`src/rtl/lfsr_stream_gen.sv`:
```
// Galois LFSR word source with a valid/ready output, runtime seed load and a
// wrap pulse marking each return to the stored seed.
module lfsr_stream_gen #(
  parameter int          WIDTH        = 32,
  parameter logic [63:0] DEFAULT_SEED = 64'd1
) (
  input  logic             clk,
  input  logic             reset_n,
  input  logic             i_enable,
  input  logic             i_seed_valid,
  input  logic [WIDTH-1:0] i_seed,
  output logic             o_valid,
  input  logic             i_ready,
  output logic [WIDTH-1:0] o_data,
  output logic             o_wrapped
);

  localparam logic [63:0] MASK64 =
    (WIDTH == 8)  ? 64'h0000_0000_0000_00B8 :
    (WIDTH == 16) ? 64'h0000_0000_0000_B400 :
    (WIDTH == 24) ? 64'h0000_0000_00E1_0000 :
    (WIDTH == 32) ? 64'h0000_0000_A300_0000 :
                    64'hD800_0000_0000_0000;

  localparam logic [WIDTH-1:0] MASK = WIDTH'(MASK64);
  localparam logic [WIDTH-1:0] SEED = WIDTH'(DEFAULT_SEED);

  if (!(WIDTH == 8 || WIDTH == 16 || WIDTH == 24 || WIDTH == 32 || WIDTH == 64)) begin : g_bad_width
    $error("lfsr_stream_gen: unsupported WIDTH %0d", WIDTH);
  end

  if (SEED == '0) begin : g_bad_seed
    $error("lfsr_stream_gen: DEFAULT_SEED truncates to zero");
  end

  logic [WIDTH-1:0] state, stored_seed;
  logic [WIDTH-1:0] step, load_val;
  logic             accept;

  always_comb begin
    step     = {1'b0, state[WIDTH-1:1]} ^ (state[0] ? MASK : '0);
    // An all-zero seed would lock the register, so it is replaced on load.
    load_val = (i_seed == '0) ? SEED : i_seed;
    accept   = o_valid & i_ready;
  end

  always_ff @(posedge clk or negedge reset_n) begin
    if (!reset_n) begin
      state       <= SEED;
      stored_seed <= SEED;
      o_valid     <= 1'b0;
      o_wrapped   <= 1'b0;
    end else if (i_seed_valid) begin
      // Load flushes the offered word and swallows any same-cycle accept.
      state       <= load_val;
      stored_seed <= load_val;
      o_valid     <= 1'b0;
      o_wrapped   <= 1'b0;
    end else if (accept) begin
      state       <= step;
      o_valid     <= i_enable;
      o_wrapped   <= (step == stored_seed);
    end else begin
      o_wrapped   <= 1'b0;
      // An offered word stays up until taken, even if enable drops.
      if (!o_valid) o_valid <= i_enable;
    end
  end

  assign o_data = state;

endmodule

```
`config.mk`:
```
export PLATFORM = sky130hd
export DESIGN_NAME = lfsr_stream_gen
export DESIGN_NICKNAME = d
export VERILOG_FILES = /design/src/rtl/lfsr_stream_gen.sv
export SDC_FILE = /design/constraint.sdc
export NUM_CORES = 1
export LEC_CHECK = 0
export ABC_AREA = 1
export CELL_PAD_IN_SITES_DETAIL_PLACEMENT = 0
export CELL_PAD_IN_SITES_GLOBAL_PLACEMENT = 1
export CORE_UTILIZATION = 34
export CTS_BUF_LIST = sky130_fd_sc_hd__clkbuf_4
export CTS_CLUSTER_SIZE = 8
export DETAILED_ROUTE_END_ITERATION = 6
export PLACE_DENSITY = 0.78
export REMOVE_ABC_BUFFERS = 1
export SLEW_MARGIN = 5
export SYNTH_ARGS = -nofsm -noshare
export SYNTH_HDL_FRONTEND = slang
export SYNTH_SLANG_ARGS = --single-unit
```
`constraint.sdc`:
```
create_clock -name clk -period 1.4 [get_ports clk]
set_input_delay 0.21 -clock clk [delete_from_list [all_inputs] [get_ports clk]]
set_output_delay 0.21 -clock clk [all_outputs]
set_load 0.005 [all_outputs]
```
==> reports/metrics.yaml, run 1 <==
status:
  status: "finished, final reports clean"
final_layout:
  fin_nets: 593
  layoutNonFillerInstCount: 690
  ff_latch_area_um2: 1650
  fillerInstances: 940
  n_antenna_cell: 0
  multi_input_area_um2: 1360
  drive_above_1_share_pct: 14.6
  area_delta_synth_final_pct: 42.5
  final_util_pct: 50.2
timing:
  report.final.slew_viol_count: 0
  fin_crit_ns: 1.36
  hold_viol: 0
  setup_viol: 0
  fin_ws_ns: 0.0450
  rsz0062_at_grt: "true"
  timing.fmax_ghz: 0.738
  slew_headroom_pct: 75.6
  worstMarginPinSlew_ns: 0.366
  fin_setup_tns_ns: 0
  finClkSkew_ns: 0.00876
  fin_crit_sh_pct: 96.8
worst_hold_path:
  hold_path.class: "input port to flop"
  min_to: "stored_seed[15]$_DFFE_PN0P_"
  hold_depth: 3
  hp-start: "i_seed_valid"
worst_setup_path:
  timing.rr.start: "o_data[31]$_DFFE_PN0P_"
  arrival_ns: 1.69
  r2r-end: "o_wrapped$_DFF_PN0_"
  path_cells: "buf_4, xnor2_1, nand2_1, nor2_1, nand3_2, nor3_2"
  crit_path_start_kind: "flop"
  r2r_slack_ns: 0.04
  r2r_cells: 6
  crit_slowest_cell: "dfrtp_1"
  crit_required_ns: 1.73
  slowest_delay_ns: 0.43
  cpLargestDelayFamily: "simple AND/OR/NAND/NOR gates"
  end_kind: "flop"
  critical_path_buf_inv_count: 1
  path_class: "flop to flop"
  path_max_fanout: 3
logic_synthesis:
  synthTopCellsByArea: "dfrtp_1 (49%), nand2_1 (19%), o21ai_0 (10%)"
  syn_area_per_cell_um2: 7.38
  netlist_instances: 441
  seq_area_frac_synth_pct: 50.8
  yosysWarningCount: 0
  yosys.area.top_type: "dfrtp_1"
  ys_types: 19
  netlist_area_um2: 3250
  synth.top_cell.area_share_pct: 49.2
  ys_ff_latch: 66
placement:
  place.gp.congestion: 0.780
  io_buffer_count: 70
  pre_cts_slack_ns: -0.173
  post-dp-hpwl_um: 6690
  dp.cells: 644
clocking:
  cts_tree: "built"
  root_buffer: "clkbuf_4"
  clk_latency_ns: 0.41
  cts.clk_slew.worst_paths_ns: 0.11
  tritoncts.num_buffers: 9
  htreeDepth: 3
  clock_sinks: 66
  clockBufferDepth: 2
routing:
  vias: 3152
  drcViolationCount: 0
  first_pass_iters: 5
  vias_per_cell: 4.57
  wl_um: 9240
  wl_per_cell_um: 13.4
  drt_iter0_markers: 126
  final_antenna_net_count: 0
floorplan:
  coreArea_um2: 9240
  rows: 35
  num_io_pins: 71
  initial_core_util_pct: 35.2
  die_area_um2: 9960
  die_h_um: 99.8
  die_w_um: 99.8
global_route:
  antenna_found_initial: 0
  grt_pass1_vias: 3091
  grt-ovfl-total: 0
  grt_max_degree: 67
  track_usage_pct: 19.7
  grt_pass1_wl_um: 14900
power:
  power_density_nw_per_um2: 1150
  power_leakage_uw: 0.00235
  peakVddDrop_uv: 528
job:
  drv_cap: 0
metal layers:
layer | GRT usage (%) | share of wire, %
met5 | 0 | 0
met3 | 3.20 | 3.7
met4 | 6.90 | 0.91
met2 | 33.5 | 48
met1 | 25.3 | 47
registers in the layout, summed over array words and instances, names as in the netlist:
register and count:
o_valid 1, o_data 32, stored_seed 32, o_wrapped 1
cells in the mapped netlist:
library cell	n
xor2_1	1
and2_1	1
nand3_1	4
a21oi_1	5
clkbuf_1	5
o21ai_0	68
inv_1	51
clkbuf_2	1
inv_2	2
a31oi_1	3
dfrtp_1	64
nor2_1	46
xnor2_1	5
dfstp_2	2
o221ai_1	7
nor3_2	1
buf_2	8
o21ai_1	2
nand2_1	165
how the worst max path moves through the flow:
stage	startpoint	endpoint	cells past startpoint
detailed placement	i_ready	o_wrapped$_DFF_PN0_	9
global placement	i_ready	o_wrapped$_DFF_PN0_	9
global route	o_data[1]$_DFFE_PN0P_	o_wrapped$_DFF_PN0_	9
finish	o_data[31]$_DFFE_PN0P_	o_wrapped$_DFF_PN0_	6
floorplan	o_valid$_DFF_PN0_	o_data[10]$_DFFE_PN0P_	3
CTS	o_data[0]$_DFFE_PN1P_	o_data[0]	1
report_power, final:
group	switching, µW	internal (µW)
logic	655	616
clock network	707	1100
registers	128	2110
metrics by stage:
| stage | total power [µW] | cell area, µm² | hold slack (ns) |
|---|---|---|---|
| finish | 5320 | 4630 | 0.189 |
| global route | 5610 | 4630 | 0.202 |
| CTS | 5310 | 4590 | 0.174 |
| detailed placement | 3460 | 4230 | 0.262 |
| global placement | 3450 | 4230 | 0.262 |
| floorplan | 2790 | 3190 | -0.0856 |
timing repair:
action                                  in CTS  in global routing
hold endpoints to repair                    64                  0
setup buffers                               24                  5
resized for setup                           37                 18
hold buffers                                 1                  0
endpoints found under the setup margin      34                 13
pin swaps                                    0                  6
placed cells by master, fill, tap and decap left out, types with 7 or more instances in the layout:
master | synthesis | final
nor2_1 | 46 | 45
o221ai_1 | 7 | 7
inv_1 | 51 | 49
dfrtp_1 | 64 | 64
clkbuf_4 | 0 | 10
dlygate4sd2_1 | 0 | 28
buf_4 | 0 | 46
clkdlybuf4s50_1 | 0 | 34
nand2_1 | 165 | 161
o21ai_0 | 68 | 65
tightest hold or removal path: stages:
cell,delay (ns)
buf_2,0.19
nand2_1,0.11
nand2_1,0.05
cells by family (layout without fill, tap and decap cells):
kind of cell,Yosys count,count (layout),share of synthesized area (%)
and+or+nand+nor,217,217,25.5
buffers and inverters,67,187,8.08
AOI/OAI and AO/OA,85,85,14.0
DFF,66,66,50.8
xor gates and xnor gates,6,6,1.62
layout make-up:
class	count	area share (%)
clock buffer	10	1.62
clock inverter	6	2.78
inverter	53	4.29
multi-input combinational	308	29.3
sequential	66	35.7
tap	129	3.48
timing repair buffer	118	22.8
No activity file was read; power rests on OpenSTA's default activity.
==> run 2: changes to the inputs <==
--- a/config.mk
+++ b/config.mk
@@ -12,7 +12,7 @@
 export CTS_BUF_LIST = sky130_fd_sc_hd__clkbuf_4
 export CTS_CLUSTER_SIZE = 8
 export DETAILED_ROUTE_END_ITERATION = 6
-export PLACE_DENSITY = 0.78
+export PLACE_DENSITY = 0.71
 export REMOVE_ABC_BUFFERS = 1
 export SLEW_MARGIN = 5
 export SYNTH_ARGS = -nofsm -noshare
==> constraint.sdc (replaced) <==
create_clock -name clk -period 1.4 [get_ports clk]
set_input_delay 0.14 -clock clk [delete_from_list [all_inputs] [get_ports clk]]
set_output_delay 0.14 -clock clk [all_outputs]
set_load 0.005 [all_outputs]
==> run 2 against run 1 <==
Against the previous run:
- sequential share of layout area is 1.2 points higher
- register-to-register slack better by 0.04 ns
- die area stayed put
- clock power is 30% lower
- via count is 0.82% lower
==> reports/metrics.yaml, run 2 (synthesis gave the netlist of run 1 again) <==
timing:
  setup_viol: 0  # unchanged
  report.final.slew_viol_count: 0  # unchanged
  worstMarginPinSlew_ns: 0.284  # -0.0823 ns
  fin_crit_sh_pct: 93.6  # -3.2 points
  finClkSkew_ns: 0.0101  # +0.00131 ns
  slew_headroom_pct: 80.9  # +5.3 points
  fin_crit_ns: 1.31  # -0.0450 ns
  hold_viol: 0  # unchanged
  timing.fmax_ghz: 0.763  # +3.4%
  hold_ws_ns: 0.247  # +0.0580 ns
  rsz0062_at_grt: "true"
worst_setup_path:
  crit_path_start_kind: "flop"
  path_class: "flop to output pin"
  path_max_fanout: 2  # -1
  crit_slowest_cell: "dfstp_2"
  end_kind: "output pin"
  arrival_ns: 1.17  # -0.52 ns
  slowest_delay_ns: 0.55  # +0.12 ns
  path_cells: "buf_4, clkbuf_2"
  crit_required_ns: 1.26  # -0.47 ns
global_route:
  grt_pass1_wl_um: 15300  # +3.0%
  grt_max_degree: 50  # -25%
  antenna_found_initial: 0  # unchanged
  track_usage_pct: 20.5  # +0.82 points
  grt-ovfl-total: 0  # unchanged
  grt_pass1_vias: 3154  # +2.0%
final_layout:
  n_antenna_cell: 0  # unchanged
  mostFrequentLayoutCells: "nand2_1 (162), o21ai_0 (68), dfrtp_1 (62)"
  area_delta_synth_final_pct: 38.0
  layoutNonFillerInstCount: 681  # -1.3%
  drive_above_1_share_pct: 12.0  # -2.7 points
  fin_nets: 584  # -1.5%
  final_common_cell: "nand2_1"
power:
  peakVddDrop_uv: 366  # -31%
  fin_total_pwr_uw: 4720  # -11%
  power_leakage_uw: 0.00227  # -3.4%
  power_density_nw_per_um2: 1050  # -8.3%
worst_hold_path:
  hold_path.class: "input port to asynchronous set/reset pin"
floorplan:
  num_io_pins: 71  # unchanged
  initial_core_util_pct: 35.2  # unchanged
  die_w_um: 99.8  # unchanged
  rows: 35  # unchanged
  die_h_um: 99.8  # unchanged
  die_area_um2: 9960  # unchanged
  coreArea_um2: 9240  # unchanged
clocking:
  tritoncts.num_buffers: 9  # unchanged
  clock_sinks: 66  # unchanged
  clk_latency_ns: 0.41  # about the same
  cts.clk_slew.worst_paths_ns: 0.10  # about the same
  clockBufferDepth: 2  # unchanged
  cts_tree: "built"
  htreeDepth: 3  # unchanged
  root_buffer: "clkbuf_4"
routing:
  final_antenna_net_count: 0  # unchanged
  wl_per_cell_um: 13.5  # +0.47%
  first_pass_iters: 4  # -1
  vias: 3126  # -0.82%
  drcViolationCount: 0  # unchanged
  vias_per_cell: 4.59  # +0.49%
  drt_iter0_markers: 118  # -6.3%
  wl_um: 9170  # -0.84%
placement:
  dp.cells: 637  # -1.1%
  post-dp-hpwl_um: 6730  # +0.57%
  place.gp.congestion: 0.781  # +0.19%
  io_buffer_count: 70  # unchanged
status:
  status: "finished, final reports clean"
job:
  drv_cap: 0  # unchanged
[run 2: changes by cell type in the layout (fill, tap and decap cells not counted), moves of 3 or more]
cell / change
bufinv_16: -3
dlygate4sd2_1: +4
o21ai_1: -3
o21ai_0: +3
buf_4: -13
[run 2: metrics by stage]
stage                     setup TNS, ns  utilization [%]  area (µm²)  worst slack (ns)
after floorplan                   -6.22                -        3190            -0.239
after global placement         -0.00372             45.2        4170          -0.00372
after detailed placement        -0.0917             45.2        4170           -0.0457
after CTS                     -0.000751             48.4        4470         -0.000751
after global routing            -0.0480             48.6        4490           -0.0480
final                                 0             48.6        4490            0.0900
[run 2: final timing paths]
check	startpoint	end	slack, ns	cells past startpoint
setup / recovery	o_data[0]$_DFFE_PN1P_	o_data[0]	0.09	2
hold / removal	reset_n	stored_seed[28]$_DFFE_PN0P_	0.25	3
setup reg to reg	o_data[31]$_DFFE_PN0P_	o_wrapped$_DFF_PN0_	0.09	6
hold reg to reg	stored_seed[0]$_DFFE_PN1P_	stored_seed[0]$_DFFE_PN1P_	0.48	2
max in group asynchronous	reset_n	stored_seed[0]$_DFFE_PN1P_	0.85	3
min in group clk	i_seed[15]	stored_seed[15]$_DFFE_PN0P_	0.32	3
[run 2: metal layers]
layer | track usage (%) | vias up | part of all wire [%] | wire length [µm]
met5 | 0 | - | 0 | 0
met4 | 7.47 | 0 | 1.5 | 138
met3 | 3.62 | 11 | 4.4 | 399
met2 | 32.7 | 84 | 47 | 4300
met1 | 27.9 | 1431 | 47 | 4330
li1 | - | 1600 | - | -
[run 2: repair_timing]
action                     CTS  global route
hold endpoints to repair    67             0
pin swaps                    0             5
setup endpoints to repair   34            18
gates resized for setup     37             7
hold buffers                 2             0
buffers inserted            24             2
gates cloned                 0             0
[run 2: worst max-delay path, delay by kind of cell (launching register included)]
| family | cells | cell delay [ns] |
|---|---|---|
| buf+inv | 2 | 0.22 |
| flops | 1 | 0.55 |
[run 2: where the power goes]
group	switching (µW)	internal [µW]	leakage, µW	total (µW)
Sequential	119	2110	0.000802	2230
Clock	664	593	0.0000764	1260
Combinational	641	589	0.00139	1230
Total	1420	3300	0.00227	4720
[run 2: final cells by class]
type | count | area, µm²
sequential | 66 | 1660
fill | 1000 | 4750
clock buffer | 12 | 90.1
tap | 129 | 161
clock inverter | 4 | 42.5
inverter | 53 | 199
multi-input combinational | 308 | 1340
timing repair buffer | 109 | 995
==> run 3: changes to the inputs <==
--- a/config.mk
+++ b/config.mk
@@ -8,11 +8,12 @@
 export ABC_AREA = 1
 export CELL_PAD_IN_SITES_DETAIL_PLACEMENT = 0
 export CELL_PAD_IN_SITES_GLOBAL_PLACEMENT = 1
-export CORE_UTILIZATION = 34
+export CORE_MARGIN = 2
+export CORE_UTILIZATION = 37
 export CTS_BUF_LIST = sky130_fd_sc_hd__clkbuf_4
 export CTS_CLUSTER_SIZE = 8
 export DETAILED_ROUTE_END_ITERATION = 6
-export PLACE_DENSITY = 0.71
+export PLACE_DENSITY = 0.77
 export REMOVE_ABC_BUFFERS = 1
 export SLEW_MARGIN = 5
 export SYNTH_ARGS = -nofsm -noshare
==> run 3 against run 2 <==
Against the previous run:
- design area is 0.61% lower
- sequential power is essentially flat
- die area down 4.1%
- combinational power about the same
- via count is 0.13% lower
==> reports/metrics.yaml, run 3 (synthesis gave the netlist of run 1 again) <==
floorplan:
  rows: 34  # -2.9%
  die_area_um2: 9560  # -4.1%
  num_io_pins: 71  # unchanged
  die_h_um: 97.8  # -2.1%
  initial_core_util_pct: 37.7  # +2.5 points
  die_w_um: 97.8  # -2.1%
  coreArea_um2: 8640  # -6.5%
worst_setup_path:
  crit_required_ns: 1.69  # +0.43 ns
  cp-startpoint: "o_data[0]$_DFFE_PN1P_"
  r2r_slack_ns: 0.01  # -0.08 ns
  crit_path_start_kind: "flop"
  timing.rr.start: "o_data[0]$_DFFE_PN1P_"
  arrival_ns: 1.68  # +0.51 ns
  path_class: "flop to flop"
  path_max_fanout: 3  # +1
  crit_path_end: "o_wrapped$_DFF_PN0_"
  end_kind: "flop"
  r2r_cells: 8  # +2
  r2r-end: "o_wrapped$_DFF_PN0_"
global_route:
  grt_pass1_wl_um: 14600  # -4.4%
  grt_pass1_vias: 3021  # -4.2%
  antenna_found_initial: 0  # unchanged
  grt_max_degree: 67  # +34%
  grt-ovfl-total: 0  # unchanged
  track_usage_pct: 19.3  # -1.1 points
clocking:
  clock_sinks: 66  # unchanged
  root_buffer: "clkbuf_4"
  cts.clk_slew.worst_paths_ns: 0.12  # +0.02 ns
  clk_latency_ns: 0.40  # about the same
  clockBufferDepth: 2  # unchanged
  htreeDepth: 3  # unchanged
  cts_tree: "built"
  tritoncts.num_buffers: 9  # unchanged
job:
  drv_cap: 0  # unchanged
routing:
  vias: 3122  # -0.13%
  final_antenna_net_count: 0  # unchanged
  wl_um: 9020  # -1.6%
  wl_per_cell_um: 13.7  # +1.8%
  vias_per_cell: 4.74  # +3.4%
  drcViolationCount: 0  # unchanged
  first_pass_iters: 4  # unchanged
  drt_iter0_markers: 123  # +4.2%
placement:
  dpl_cell_area_um2: 4130  # -1.2%
  pre_cts_slack_ns: -0.0812  # -0.0355 ns
  io_buffer_count: 70  # unchanged
  place.gp.congestion: 0.789  # +1.0%
  dp.cells: 613  # -3.8%
  post-dp-hpwl_um: 6440  # -4.2%
timing:
  fin_crit_ns: 1.39  # +0.0755 ns
  slew_headroom_pct: 75.6  # -5.3 points
  rsz0062_at_grt: "true"
  worstMarginPinSlew_ns: 0.365  # +0.0815 ns
  hold_viol: 0  # unchanged
  timing.fmax_ghz: 0.722  # -5.4%
  fin_setup_tns_ns: 0  # unchanged
  setup_viol: 0  # unchanged
  finClkSkew_ns: 0.0216  # +0.0115 ns
  report.final.slew_viol_count: 0  # unchanged
  fin_crit_sh_pct: 99.0  # +5.4 points
  fin_ws_ns: 0.0145  # -0.0755 ns
status:
  status: "finished, final reports clean"
final_layout:
  area_delta_synth_final_pct: 37.1
  fillerInstances: 902  # -9.8%
  layoutNonFillerInstCount: 658  # -3.4%
  final_common_cell: "nand2_1"
  multi_input_area_um2: 1350  # +0.37%
  mostFrequentLayoutCells: "nand2_1 (162), o21ai_0 (66), dfrtp_1 (63)"
  finalInstanceArea_um2: 4460  # -0.61%
  ff_latch_area_um2: 1660  # about the same
  drive_above_1_share_pct: 12.0  # +0.043 points
  fin_nets: 584  # unchanged
  n_antenna_cell: 0  # unchanged
power:
  peakVddDrop_uv: 539  # +47%
  power_density_nw_per_um2: 1050  # -0.21%
  power_leakage_uw: 0.00228  # +0.18%
worst_hold_path:
  hold_path.class: "input port to flop"
run 3: cell types whose count changed in the layout (fill, tap and decap cells not counted), moves of 2 or more:
cell           previous run  this run
clkinv_2                  1         3
o21ai_1                   2         4
o21ai_0                  68        66
clkbuf_4                 12        10
dlygate4sd2_1            32        34
clkinv_1                  2         0
run 3: worst min-delay path by stage:
stage                       from                     endpoint  slack [ns]  cells past startpoint
floorplan                reset_n       o_data[10]$_DFFE_PN0P_       -0.16                      0
global placement         reset_n  stored_seed[20]$_DFFE_PN0P_        0.19                      2
detailed placement       reset_n  stored_seed[20]$_DFFE_PN0P_        0.19                      2
CTS                 i_seed_valid            o_valid$_DFF_PN0_        0.07                      2
global route        i_seed_valid            o_valid$_DFF_PN0_         0.1                      2
finish              i_seed_valid            o_valid$_DFF_PN0_        0.09                      2
run 3: critical path: stages, from the launching register on:
cell and delay (ns):
dfstp_2 0.57, buf_6 0.13, buf_4 0.11, nand2_1 0.06
and2_4 0.14, nor2_1 0.10, nor2_1 0.06, nand2_1 0.08
nor3_2 0.04
run 3: what timing repair did:
action,CTS,global route
setup endpoints to repair,35,26
gates resized for setup,38,8
hold buffers,1,0
pin swaps,2,5
setup buffers,28,2
hold endpoints to repair,64,0
run 3: final cells by class:
cell class,instances,area share [%]
clock buffer,10,1.68
clock inverter,4,1.01
inverter,53,4.57
multi-input combinational,308,30.2
sequential,66,37.1
tap,108,3.03
timing repair buffer,109,22.4
run 3: metrics by stage:
step / power [µW] / util, % / hold slack (ns)
detailed placement: 3440 / 47.8 / 0.187
finish: 4680 / 51.7 / 0.0882
global route: 4990 / 51.7 / 0.0953
floorplan: 2790 / - / -0.156
global placement: 3430 / 47.8 / 0.193
CTS: 4710 / 51.3 / 0.0692
run 3: where the power goes:
part | leakage, µW | total [µW] | internal [µW] | switching, µW
Combinational | 0.00140 | 1260 | 605 | 654
Clock | 0.0000719 | 1190 | 538 | 652
Sequential | 0.000803 | 2230 | 2110 | 119
Total | 0.00228 | 4680 | 3260 | 1420
run 3: layer usage:
layer / wire, µm / track usage [%] / up-vias
met3: 403 / 3.65 / 15
met2: 4120 / 30.4 / 70
li1: - / - / 1594
met1: 4280 / 26.6 / 1443
met5: 0 / 0 / -
met4: 209 / 7.80 / 0
